==> src/rtl/crc16_frame_ctrl.sv <==
// crc16_frame_ctrl
//   Frames a byte stream for an external CRC-16 engine. Payload bytes pass
//   straight through to the output stream while the engine accumulates them.
//   After the final byte, the controller waits one settle cycle and then
//   appends the two CRC bytes, high byte first. A frame that reaches MAX_LEN
//   bytes without s_last is closed early and len_err pulses for one cycle.
//
//   Optional build macro: CRC16_FRAME_CNT_EN
//     When defined, the block adds frame_cnt (completed frames, wraps) and
//     err_cnt (truncations, saturates at 0xFF).
//
// Ports
//   clk, rst              single rising-edge clock, synchronous active-high reset
//   s_valid/s_ready/s_data/s_last   payload input stream
//   m_valid/m_ready/m_data/m_last   output stream (payload, then CRC hi, CRC lo)
//   crc_clear/crc_enable/crc_data   engine control (clear to 0xFFFF, update, data)
//   crc_value             engine result
//   busy                  high whenever the controller is not idle
//   len_err               one-cycle pulse when a frame is truncated at MAX_LEN
//   frame_cnt, err_cnt    only with CRC16_FRAME_CNT_EN
//
// state   | meaning
// --------+-----------------------------------------------------------
// IDLE    | waiting for s_valid; both streams stalled
// CLEAR   | one cycle: engine loads 0xFFFF, byte counter cleared
// DATA    | payload passes through; each handshake updates the engine
// SETTLE  | one cycle gap so crc_value reflects the last byte
// CRC_HI  | emit crc_value[15:8], wait for m_ready
// CRC_LO  | emit crc_value[7:0] with m_last, wait for m_ready

module crc16_frame_ctrl #(
  parameter int MAX_LEN = 1024
) (
  input  logic        clk,
  input  logic        rst,
  input  logic        s_valid,
  output logic        s_ready,
  input  logic [7:0]  s_data,
  input  logic        s_last,
  output logic        m_valid,
  input  logic        m_ready,
  output logic [7:0]  m_data,
  output logic        m_last,
  output logic        crc_clear,
  output logic        crc_enable,
  output logic [7:0]  crc_data,
  input  logic [15:0] crc_value,
  output logic        busy,
  output logic        len_err
`ifdef CRC16_FRAME_CNT_EN
  ,
  output logic [15:0] frame_cnt,
  output logic [7:0]  err_cnt
`endif
);

  localparam logic [2:0] ST_IDLE   = 3'd0;
  localparam logic [2:0] ST_CLEAR  = 3'd1;
  localparam logic [2:0] ST_DATA   = 3'd2;
  localparam logic [2:0] ST_SETTLE = 3'd3;
  localparam logic [2:0] ST_CRC_HI = 3'd4;
  localparam logic [2:0] ST_CRC_LO = 3'd5;

  // byte_cnt holds the number of bytes already accepted, so the byte being
  // accepted is the last allowed one when the count equals MAX_LEN-1.
  localparam logic [15:0] LAST_IDX = 16'(MAX_LEN - 1);

  logic [2:0]  state;
  logic [2:0]  state_nxt;
  logic [15:0] byte_cnt;
  logic        accept;
  logic        at_max;
  logic        trunc;

  // In DATA s_ready mirrors m_ready, so an input handshake is also an output one.
  assign accept = (state == ST_DATA) && s_valid && m_ready;
  assign at_max = (byte_cnt == LAST_IDX);
  assign trunc  = accept && !s_last && at_max;
  assign busy   = (state != ST_IDLE);

  always_comb begin
    state_nxt  = state;
    s_ready    = 1'b0;
    m_valid    = 1'b0;
    m_data     = 8'h00;
    m_last     = 1'b0;
    crc_clear  = 1'b0;
    crc_enable = 1'b0;
    crc_data   = 8'h00;
    case (state)
      ST_IDLE: begin
        if (s_valid) state_nxt = ST_CLEAR;
      end
      ST_CLEAR: begin
        crc_clear = 1'b1;
        state_nxt = ST_DATA;
      end
      ST_DATA: begin
        s_ready = m_ready;
        m_valid = s_valid;
        m_data  = s_data;
        if (accept) begin
          crc_enable = 1'b1;
          crc_data   = s_data;
          if (s_last || at_max) state_nxt = ST_SETTLE;
        end
      end
      ST_SETTLE: begin
        state_nxt = ST_CRC_HI;
      end
      ST_CRC_HI: begin
        m_valid = 1'b1;
        m_data  = crc_value[15:8];
        if (m_ready) state_nxt = ST_CRC_LO;
      end
      ST_CRC_LO: begin
        m_valid = 1'b1;
        m_data  = crc_value[7:0];
        m_last  = 1'b1;
        if (m_ready) state_nxt = ST_IDLE;
      end
      default: begin
        state_nxt = ST_IDLE;
      end
    endcase
  end

  always_ff @(posedge clk) begin
    if (rst) begin
      state    <= ST_IDLE;
      byte_cnt <= 16'h0000;
      len_err  <= 1'b0;
    end else begin
      state   <= state_nxt;
      len_err <= trunc;
      if (state == ST_CLEAR) begin
        byte_cnt <= 16'h0000;
      end else if (accept) begin
        byte_cnt <= byte_cnt + 16'd1;
      end
    end
  end

`ifdef CRC16_FRAME_CNT_EN
  always_ff @(posedge clk) begin
    if (rst) begin
      frame_cnt <= 16'h0000;
      err_cnt   <= 8'h00;
    end else begin
      if ((state == ST_CRC_LO) && m_ready) frame_cnt <= frame_cnt + 16'd1;
      if (trunc && (err_cnt != 8'hFF)) err_cnt <= err_cnt + 8'd1;
    end
  end
`endif

endmodule
==> config.mk <==
export PLATFORM = sky130hd
export DESIGN_NAME = crc16_frame_ctrl
export DESIGN_NICKNAME = d
export VERILOG_FILES = /design/src/rtl/crc16_frame_ctrl.sv
export SDC_FILE = /design/constraint.sdc
export NUM_CORES = 1
export LEC_CHECK = 0
export BUFFER_PORTS_ARGS = -buffer_cell sky130_fd_sc_hd__clkbuf_2
export CAP_MARGIN = 20
export CORE_ASPECT_RATIO = 0.8
export CORE_MARGIN = 1.5
export CORE_UTILIZATION = 51
export CTS_CLUSTER_SIZE = 10
export DETAILED_ROUTE_END_ITERATION = 8
export PLACE_DENSITY = 0.83
export SLEW_MARGIN = 10
export SYNTH_ARGS = -nofsm -noshare
export SYNTH_HDL_FRONTEND = slang
export SYNTH_SLANG_ARGS = --single-unit
==> constraint.sdc <==
create_clock -name clk -period 6.05 [get_ports clk]
set_input_delay 0.3025 -clock clk [delete_from_list [all_inputs] [get_ports clk]]
set_output_delay 0.3025 -clock clk [all_outputs]
set_load 0.1 [all_outputs]
# After elaboration in Yosys (flattened, before gate mapping)
# Index checks and enable logic that the tools add are counted.
# totals
reg_bits	20
input_bits	29
out_inout_bits	23
elab_cells	41
# classes
n_addsub	1
eq_ne	11
muxes	15
n_reduce_logical	11
# op_table
cell	n
$pmux 8 s3	1
$pmux 3 s6	1
$add 16x1->16 const B	1
$eq 16x10->1 const B	1
$mux 8	2
$mux 3	5
$ne 2x2->1 const B	4
$eq 3x2->1 const B	2
$eq 3x3->1 const B	2
$mux 1	5
$reduce_and 5->1	1
$logic_and 1x1->1	4
$reduce_or 2->1	2
$eq 3x1->1 const B	1
$logic_not 3->1	1
$reduce_bool 3->1	1
$ne 2x1->1 const B	1
$pmux 1 s2	1
$logic_not 1->1	1
$logic_or 1x1->1	1

# Longest topological paths before layout
# Gate-level depths: netlist of the first run.
# logic_depth
ltp_word	5
ltp_mapped	7

# Worst setup path after synthesis of the first run
# No wires, ideal clock.
# synth_path
path_kind	reg2reg
from	reg state[0]
to	reg byte_cnt[0]
arrival_time_ns	3.445
required_ns	5.922
setup_slack_ns	2.477
path_stages_with_launch	8
n_path_buf	3
synth_period_minus_slack_ns	3.573
path_cell_list	dfxtp_1 > buf_6 > inv_1 > nor3_1 > or2_2 > clkbuf_1 > clkbuf_1 > nor2_1
# synth_via
elab_chain_len	3
# synth_rtl
item	line	rtl
start, declared	68	logic [2:0] state;
start signal, assigned	134	state <= state_nxt;
$eq 3x2->1	76	assign accept = (state == ST_DATA) && s_valid && m_ready;
$logic_and 1x1->1 (2 in a row)	76	
end signal, assigned	139	byte_cnt <= byte_cnt + 16'd1;
end, declared	70	logic [15:0] byte_cnt;
# Several ways; a longest one is shown, not always the timed one.
# A chain may end at the register's enable or synchronous reset.

# Worst setup path in the final report of the first run
# layout_path
from	reg state[0]
to	out crc_data[5]
# layout_via
elab_chain_len	5
# layout_rtl
item	line	rtl
$eq 3x2->1 (*)	76, 90	
$logic_and 1x1->1 (2 in a row)	76	
$mux 8	102	if (accept) begin
$mux 8 (*)	90	case (state)
end, declared	46	output logic [7:0] crc_data,
# Mark *: on every way between the ends. The rest lies on a longest branch, timed or not.

==> impl_metrics.json, run 1 <==
{
  "status": "complete, but fails checks",
  "violations": "design-rule violations",
  "cts_buffers": 3,
  "dieArea_um2": 2738,
  "clk_path_buf_depth": 2,
  "arrival_ns": 2.50,
  "ys_seq_area_frac": 0.3229,
  "post_drt_wl_per_cell_um": 13.16,
  "clk_pin_slew_ns": 0.12,
  "grtUsageMet1": 0.2555,
  "vias": 1317,
  "worst-r2r-cell-count": 4,
  "netlist_area_um2": 1240,
  "sw_frac_of_total": 0.3894,
  "finalCritPeriodShare": 0.4637,
  "diodes": 0,
  "cts_setup_buffers": 0,
  "finClkSkew_ns": 0.01568,
  "startpoint_type": "register",
  "yosysMostFrequentCell": "dfxtp_1",
  "io_buffer_count": 51,
  "die_y_um": 47.10,
  "yosys.area.top_type": "dfxtp_1",
  "p_int_mw": 0.2279,
  "synth_cell_type_count": 29,
  "required_ns": 5.75,
  "grt_overflow": 0,
  "grt_usage": 0.2283,
  "fmax_mhz": 356.5,
  "dr.pass1.iters": 6,
  "gp_congestion": 0.7391,
  "worst_slack_ns": 3.245,
  "ctsResizeCount": 0,
  "setup_viol": 0,
  "drv_cap": 0,
  "syn_avg_cell_area_um2": 7.701,
  "slew-limit-headroom": 0.5156,
  "top_usage_layer": "met2",
  "cellPowerDensity_nw_per_um2": 246.3,
  "finalWirelength_mm": 3.013,
  "antenna_found_initial": 0,
  "ys_top_cells_by_area": "dfxtp_1 32%, mux2i_1 6.5%, xnor2_1 6.4%",
  "min_path_type": "in2reg",
  "drtIter0Drc": 82,
  "power_frac_seq": 0.380,
  "hold_buffers": 0,
  "p_clk_frac": 0.290,
  "synth-seq-cells": 20,
  "dp_hpwl_mm": 2.402,
  "ir_drop_v": 0.0001646,
  "power_mw": 0.3732,
  "tritoncts": "yes",
  "io_pins": 52,
  "pwr-share-comb": 0.331,
  "grt_pass1_vias": 1172,
  "tightest_slew_ns": 0.7257,
  "hold_viol_final": 0,
  "leakage_nw": 0.6087,
  "start_util": 0.5552,
  "grt_start_max_net_pins": 17,
  "cts.root.buffer_cell": "clkbuf_4",
  "drc": 2,
  "synth_top_area_share": 0.3229,
  "vias_per_cell": 5.751,
  "use_met3": 0.06887,
  "critPathMaxFanout": 16,
  "rsz0062_at_grt": "no",
  "synth-edff-count": 0,
  "ys.flop_type": "dfxtp_1",
  "worstSkewPairLatency_ns": 0.31,
  "die_x_um": 58.13,
  "yosysWarnings": 0,
  "final.min_clock_period_ns": 2.805,
  "p_sw_mw": 0.1453,
  "grtUsageMet2": 0.4295,
  "finalSetupTns_ns": 0,
  "min_path_cells": 2,
  "hold_end": "len_err$_SDFF_PP0_",
  "htreeDepth": 1,
  "r2r_end": "byte_cnt[14]$_SDFFE_PP0P_",
  "grt_pass1_wl_mm": 4.781,
  "ant_nets": 0,
  "worstSetupPathType": "reg2out",
  "area_delta_synth_final_pct": 22.20,
  "cts.sinks": 20,
  "rrSetupSlack_ns": 3.81,
  "yosys-top-cells-count": "20 x dfxtp_1, 18 x nand2_1, 12 x nor2_1",
  "finalMaxSlewViolations": 0,
  "min-delay-start": "s_last",
  "nets": 235,
  "netlist_instances": 161,
  "drive_above_1_share": 0.2794,
  "r2r-start": "state[0]$_SDFFE_PP0P_",
  "end_kind": "output port",
  "syn_nets": 191,
  "pre_cts_ws_ns": 3.600,
  "core_um2": 2233,
  "async_flop_share": 0,
  "fillCellCount": 186,
  "num_rows": 15
}
-- power by group through the flow --
stage	clock network [mW]	logic, mW	registers (mW)
3_5_place_dp	0	0.123	0.145
4_1_cts	0.111	0.123	0.142
3_3_place_gp	0	0.121	0.144
6_report	0.108	0.123	0.142
5_1_grt	0.116	0.128	0.142
2_1_floorplan	0	0.109	0.137
-- layout make-up --
class                   instances  area [um2]  area share
well taps                      25       31.28     0.02064
multi-input cells             123       753.2      0.4971
flip-flops and latches         20       400.4      0.2642
repair buffers                 51       255.2      0.1685
inverters                       6       22.52     0.01486
clock buffers                   3       22.52     0.01486
clock inverters                 1       30.03     0.01982
-- per-layer routing --
metal | up-vias | share of wire
met2 | 42 | 0.51
li1 | 654 | -
met3 | 8 | 0.053
met4 | 0 | 0.016
met5 | - | 0
met1 | 613 | 0.42
-- worst max path at each step --
stage / slack, ns / endpoint / startpoint
after floorplan: 2.48 / byte_cnt[0]$_SDFFE_PP0P_ / state[0]$_SDFFE_PP0P_
after global placement: 3.70 / crc_data[4] / state[0]$_SDFFE_PP0P_
after detailed placement: 3.60 / crc_data[5] / state[0]$_SDFFE_PP0P_
after CTS: 3.24 / crc_data[5] / state[0]$_SDFFE_PP0P_
after global routing: 3.04 / crc_data[5] / state[0]$_SDFFE_PP0P_
final: 3.24 / crc_data[5] / state[0]$_SDFFE_PP0P_
-- cells in the final DEF, fill, tap and decap left out, drive strengths merged, types with 8 or more instances in the layout --
master	netlist	layout
xnor2	9	9
clkbuf	7	54
nor2	12	12
o21ai	11	11
a21oi	11	11
dfxtp	20	20
and2	9	9
nand2	18	18
mux2i	8	8
-- metrics by stage --
step                cells    util  hold slack (ns)  cell area [um2]
global route          229  0.6784           0.1467             1515
detailed placement    225  0.6549           0.4784             1463
floorplan             161       -           0.3716             1240
CTS                   229  0.6784           0.1526             1515
global placement      225  0.6549           0.4694             1463
finish                229  0.6784           0.1587             1515
-- sequential cells by signal, indices dropped and copies added, names as in the netlist --
signal	count
byte_cnt	16
state	3
len_err	1
-- critical path: stages, from the launching register on --
cell	delay, ns
dfxtp_1	0.56
nand4bb_4	0.42
nor2_1	0.54
and2_1	0.22
clkbuf_2	0.45
-- logic make-up after synthesis --
kind of cell / after synthesis / synth area share
buffers and inverters: 18 / 0.06962
AND/OR/NAND/NOR: 75 / 0.3310
XOR/XNOR: 10 / 0.07064
AO/OA/AOI/OAI: 29 / 0.1312
adder cells (fa/ha/maj): 1 / 0.01009
flip-flops: 20 / 0.3229
multiplexers: 8 / 0.06458
No activity file was read; power rests on OpenSTA's default activity.
==> inputs of run 2 (changes only) <==
Settings changed: CORE_UTILIZATION 51 to 47, PLACE_DENSITY 0.83 to 0.78.
Clock period 6.05 ns to 2.6 ns, I/O delays scaled along.
==> run 2 against run 1 <==
Compared with the run above: setup slack worse by 3.1 ns; clock skew shrank 0.0057 ns; clock power is 33% higher; cell count up 5.2%; the flow now finishes without violations; global-route usage fell by 2.4 points; combinational power rose by 140%; sequential cell count unchanged; largest power group unchanged; power is 110% higher; highest routed layer unchanged; critical path depth is the same.
==> impl_metrics.json, run 2 (synthesized netlist as in run 1, its figures left out) <==
{
  "status": "finished clean",
  "finalWirelength_mm": 2.870,
  "clk_pin_slew_ns": 0.11,
  "die_y_um": 48.94,
  "vias_per_cell": 5.232,
  "finalCritPeriodShare": 0.9255,
  "critPathMaxFanout": 11,
  "setup_viol": 0,
  "min-delay-start": "rst",
  "final.min_clock_period_ns": 2.406,
  "num_rows": 16,
  "final_area_um2": 1528,
  "final_cell_mix": "51 x clkbuf_2, 20 x dfxtp_1, 18 x nand2_1",
  "min_path_type": "in2reg",
  "fillCellCount": 222,
  "fmax_mhz": 415.6,
  "io_buffer_count": 51,
  "hold_viol_final": 0,
  "post_drt_wl_per_cell_um": 11.91,
  "worst_slack_ns": 0.1936,
  "required_ns": 2.47,
  "finClkSkew_ns": 0.009943,
  "rsz0062_at_grt": "no",
  "slew-limit-headroom": 0.6007,
  "tritoncts": "yes",
  "gp_congestion": 0.8312,
  "start_util": 0.4995,
  "grt_pass1_vias": 1100,
  "ir_drop_v": 0.0002143,
  "drive_above_1_share": 0.2829,
  "dieArea_um2": 2957,
  "core_um2": 2482,
  "cts_buffers": 3,
  "largestRegisters": "byte_cnt: 16 flops, state: 3 flops, len_err: 1 flops",
  "nets": 237,
  "worstSetupPathType": "reg2out",
  "r2r_end": "byte_cnt[15]$_SDFFE_PP0P_",
  "largest-register": "byte_cnt",
  "clk_path_buf_depth": 2,
  "cts.sinks": 20,
  "vias": 1261,
  "diodes": 0,
  "cellPowerDensity_nw_per_um2": 502.0,
  "rrSetupSlack_ns": 0.56,
  "ctsResizeCount": 0,
  "tightest_slew_ns": 0.5968,
  "end_kind": "output port",
  "dr.pass1.iters": 4,
  "hold_end": "state[1]$_SDFFE_PP0P_",
  "antenna_found_initial": 0,
  "startpoint_type": "register",
  "hold_ws_ns": 0.04681,
  "grt_overflow": 0,
  "drv_cap": 0,
  "grt_usage": 0.2046,
  "dp_hpwl_mm": 2.227,
  "min_path_cells": 2,
  "arrival_ns": 2.28,
  "leakage_nw": 0.6039,
  "largest_reg_flops": 16,
  "finalMaxSlewViolations": 0,
  "worstSkewPairLatency_ns": 0.31,
  "die_x_um": 60.43,
  "r2r-start": "state[1]$_SDFFE_PP0P_",
  "ant_nets": 0,
  "drtIter0Drc": 83,
  "final_common_cell": "clkbuf_2",
  "pre_cts_ws_ns": 0.5390,
  "worst-r2r-cell-count": 4,
  "cts_setup_buffers": 0,
  "grt_start_max_net_pins": 17,
  "dp_cells": 237,
  "htreeDepth": 1,
  "placed_area_um2": 1495,
  "drc": 0,
  "io_pins": 52,
  "cts.root.buffer_cell": "clkbuf_4",
  "fin_cells": 241,
  "grt_pass1_wl_mm": 4.740,
  "area_delta_synth_final_pct": 23.21
}
## run 2: changes by cell type in the layout (fill, tap and decap cells not counted), sizes merged
cell | previous run | this run
dlygate4sd3 | 0 | 1
bufinv | 1 | 0
buf | 0 | 1
## run 2: what timing repair did
item,in CTS,in global routing
hold endpoints to repair,1,0
hold buffers,1,0
setup endpoints to repair,0,0
## run 2: cell type report
class	instances	area, um2	area share
clock buffers	3	22.52	0.01474
well taps	36	45.04	0.02948
inverters	6	22.52	0.01474
flip-flops and latches	20	400.4	0.2621
multi-input cells	123	764.5	0.5004
repair buffers	53	272.8	0.1785
## run 2: power breakdown
group	total [mW]	internal, mW	leakage [nW]	switching (mW)
combinational	0.301	0.0672	0.429	0.234
clock	0.144	0.0542	0.0138	0.0899
sequential	0.321	0.311	0.161	0.0101
## run 2: worst max-delay path, stage by stage, from the launching register on
cell       delay [ns]
dfxtp_1          0.56
nand4bb_4        0.22
nor2_1           0.51
and2_1           0.22
clkbuf_2         0.45
## run 2: worst max-delay path by stage
stage	from	to	slack, ns	depth (start not counted)
3_3_place_gp	state[1]$_SDFFE_PP0P_	crc_data[0]	0.62	4
3_5_place_dp	state[1]$_SDFFE_PP0P_	crc_data[7]	0.54	4
2_1_floorplan	state[1]$_SDFFE_PP0P_	m_data[0]	-0.46	4
6_report	state[1]$_SDFFE_PP0P_	crc_data[6]	0.19	4
4_1_cts	state[1]$_SDFFE_PP0P_	crc_data[7]	0.19	4
5_1_grt	state[1]$_SDFFE_PP0P_	crc_data[6]	0.03	4
## run 2: per-stage QoR
step	util	power [mW]	TNS, ns
final	0.6154	0.7668	0
after detailed placement	0.6023	0.6283	0
after CTS	0.6154	0.7724	0
after floorplan	-	0.5794	-0.9195
after global routing	0.6154	0.7944	0
after global placement	0.6023	0.6249	0
## run 2: metal layers
layer / track usage / share of wire / vias to the layer above
met2: 0.3152 / 0.48 / 34
li1: - / - / 655
met4: 0.06159 / 0.015 / 0
met1: 0.2780 / 0.45 / 565
met5: 0 / 0 / -
met3: 0.05570 / 0.049 / 7
==> inputs of run 3 (changes only) <==
Settings changed: CORE_ASPECT_RATIO 0.8 to 2.
==> run 3 against run 2 <==
Compared with the run above: sequential share of layout area fell by 0.21 points; clock skew fell by 0.0069 ns; critical path depth did not move; sequential power barely moved; combinational power barely moved; routed wire length fell by 0.31%; global-route usage rose by 1.2 points; die area rose by 0.57%; first-iteration DRC count fell by 83%; cell count fell by 3.3%; clock power rose by 62%; count of clock-buffer cells in the layout rose by 1; critical path type unchanged; critical endpoint is now crc_data[3].
==> impl_metrics.json, run 3 (synthesized netlist as in run 1, its figures left out) <==
{
  "dp_cells": 229,
  "final_common_cell": "clkbuf_2",
  "cts_buffers": 3,
  "leakage_nw": 0.6147,
  "nets": 236,
  "finalWirelength_mm": 2.861,
  "startpoint_type": "register",
  "dp_hpwl_mm": 2.340,
  "final_cell_mix": "51 x clkbuf_2, 20 x dfxtp_1, 18 x nand2_1",
  "end_kind": "output port",
  "largestRegisters": "byte_cnt: 16 flops, state: 3 flops, len_err: 1 flops",
  "diodes": 0,
  "final_area_um2": 1540,
  "arrival_ns": 2.23,
  "hold_viol_final": 0,
  "hold_ws_ns": 0.06346,
  "dr.pass1.iters": 4,
  "ir_drop_v": 0.0004946,
  "finalMaxSlewViolations": 0,
  "min-delay-start": "s_last",
  "clk_pin_slew_ns": 0.07,
  "finalCritPeriodShare": 0.9071,
  "ant_nets": 0,
  "power_mw": 0.8553,
  "grt_pass1_wl_mm": 4.609,
  "drtIter0Drc": 14,
  "antenna_found_initial": 0,
  "io_pins": 52,
  "grt_start_max_net_pins": 17,
  "fin_cells": 233,
  "worstSetupPathType": "reg2out",
  "cts.root.buffer_cell": "clkbuf_8",
  "fmax_mhz": 424.0,
  "hold_buffers": 0,
  "num_rows": 26,
  "r2r-start": "state[1]$_SDFFE_PP0P_",
  "final.min_clock_period_ns": 2.358,
  "largest_reg_flops": 16,
  "grt_usage": 0.2163,
  "min_path_type": "in2reg",
  "cellPowerDensity_nw_per_um2": 555.3,
  "placed_area_um2": 1485,
  "drv_cap": 0,
  "dieArea_um2": 2974,
  "setup_viol": 0,
  "die_x_um": 39.32,
  "vias": 1298,
  "slew-limit-headroom": 0.6066,
  "status": "finished clean",
  "cts.sinks": 20,
  "post_drt_wl_per_cell_um": 12.28,
  "htreeDepth": 1,
  "ctsResizeCount": 0,
  "largest-register": "byte_cnt",
  "grt_pass1_vias": 1172,
  "gp_congestion": 0.8201,
  "startpoint": "state[1]$_SDFFE_PP0P_",
  "fillCellCount": 210,
  "tightest_slew_ns": 0.5879,
  "vias_per_cell": 5.571,
  "area_delta_synth_final_pct": 24.22,
  "cts_setup_buffers": 0,
  "core_um2": 2537,
  "clk_path_buf_depth": 2,
  "io_buffer_count": 51,
  "die_y_um": 75.64,
  "drive_above_1_share": 0.2878,
  "drc": 0,
  "start_util": 0.4887,
  "tritoncts": "yes",
  "finClkSkew_ns": 0.003008,
  "worstSkewPairLatency_ns": 0.26,
  "required_ns": 2.47,
  "grt_overflow": 0,
  "utilization": 0.6070,
  "rsz0062_at_grt": "no",
  "critPathMaxFanout": 11
}
run 3: final timing paths:
check                                                  to  slack (ns)  cells after the start
worst max-delay path                          crc_data[3]        0.24                      4
worst min-delay path                   len_err$_SDFF_PP0_        0.06                      2
worst max register to register  byte_cnt[15]$_SDFFE_PP0P_        0.57                      4
worst min register to register  byte_cnt[15]$_SDFFE_PP0P_        0.50                      2
run 3: layout make-up:
class / instances / area (um2) / share of cell area
clock buffers: 4 / 55.05 / 0.03574
multi-input cells: 123 / 764.5 / 0.4963
inverters: 6 / 22.52 / 0.01462
well taps: 28 / 35.03 / 0.02275
flip-flops and latches: 20 / 400.4 / 0.2600
repair buffers: 52 / 262.8 / 0.1706
run 3: per-stage QoR:
step                setup WS, ns  TNS, ns
floorplan                -0.4597  -0.9195
global placement          0.6227        0
detailed placement        0.5428        0
CTS                       0.2418        0
global route             0.07078        0
finish                    0.2415        0
run 3: report_power, final:
| part | switching, mW | total (mW) | internal (mW) | leakage, nW |
|---|---|---|---|---|
| clock | 0.0983 | 0.233 | 0.135 | 0.0288 |
| sequential | 0.0105 | 0.322 | 0.311 | 0.161 |
| combinational | 0.234 | 0.300 | 0.0663 | 0.424 |
| total | 0.343 | 0.855 | 0.512 | 0.615 |
run 3: per-layer routing:
layer / track usage / up-vias / wire [um]
met1: 0.2125 / 580 / 1039
met5: 0 / - / 0
met3: 0.008746 / 5 / 157
met2: 0.4259 / 59 / 1607
met4: 0.1034 / 0 / 57
li1: - / 654 / -
run 3: worst max-delay path, cell delays in order, from the launching register on:
cell,delay [ns]
dfxtp_1,0.56
nand4bb_4,0.22
nor2_1,0.51
and2_1,0.22
clkbuf_2,0.45
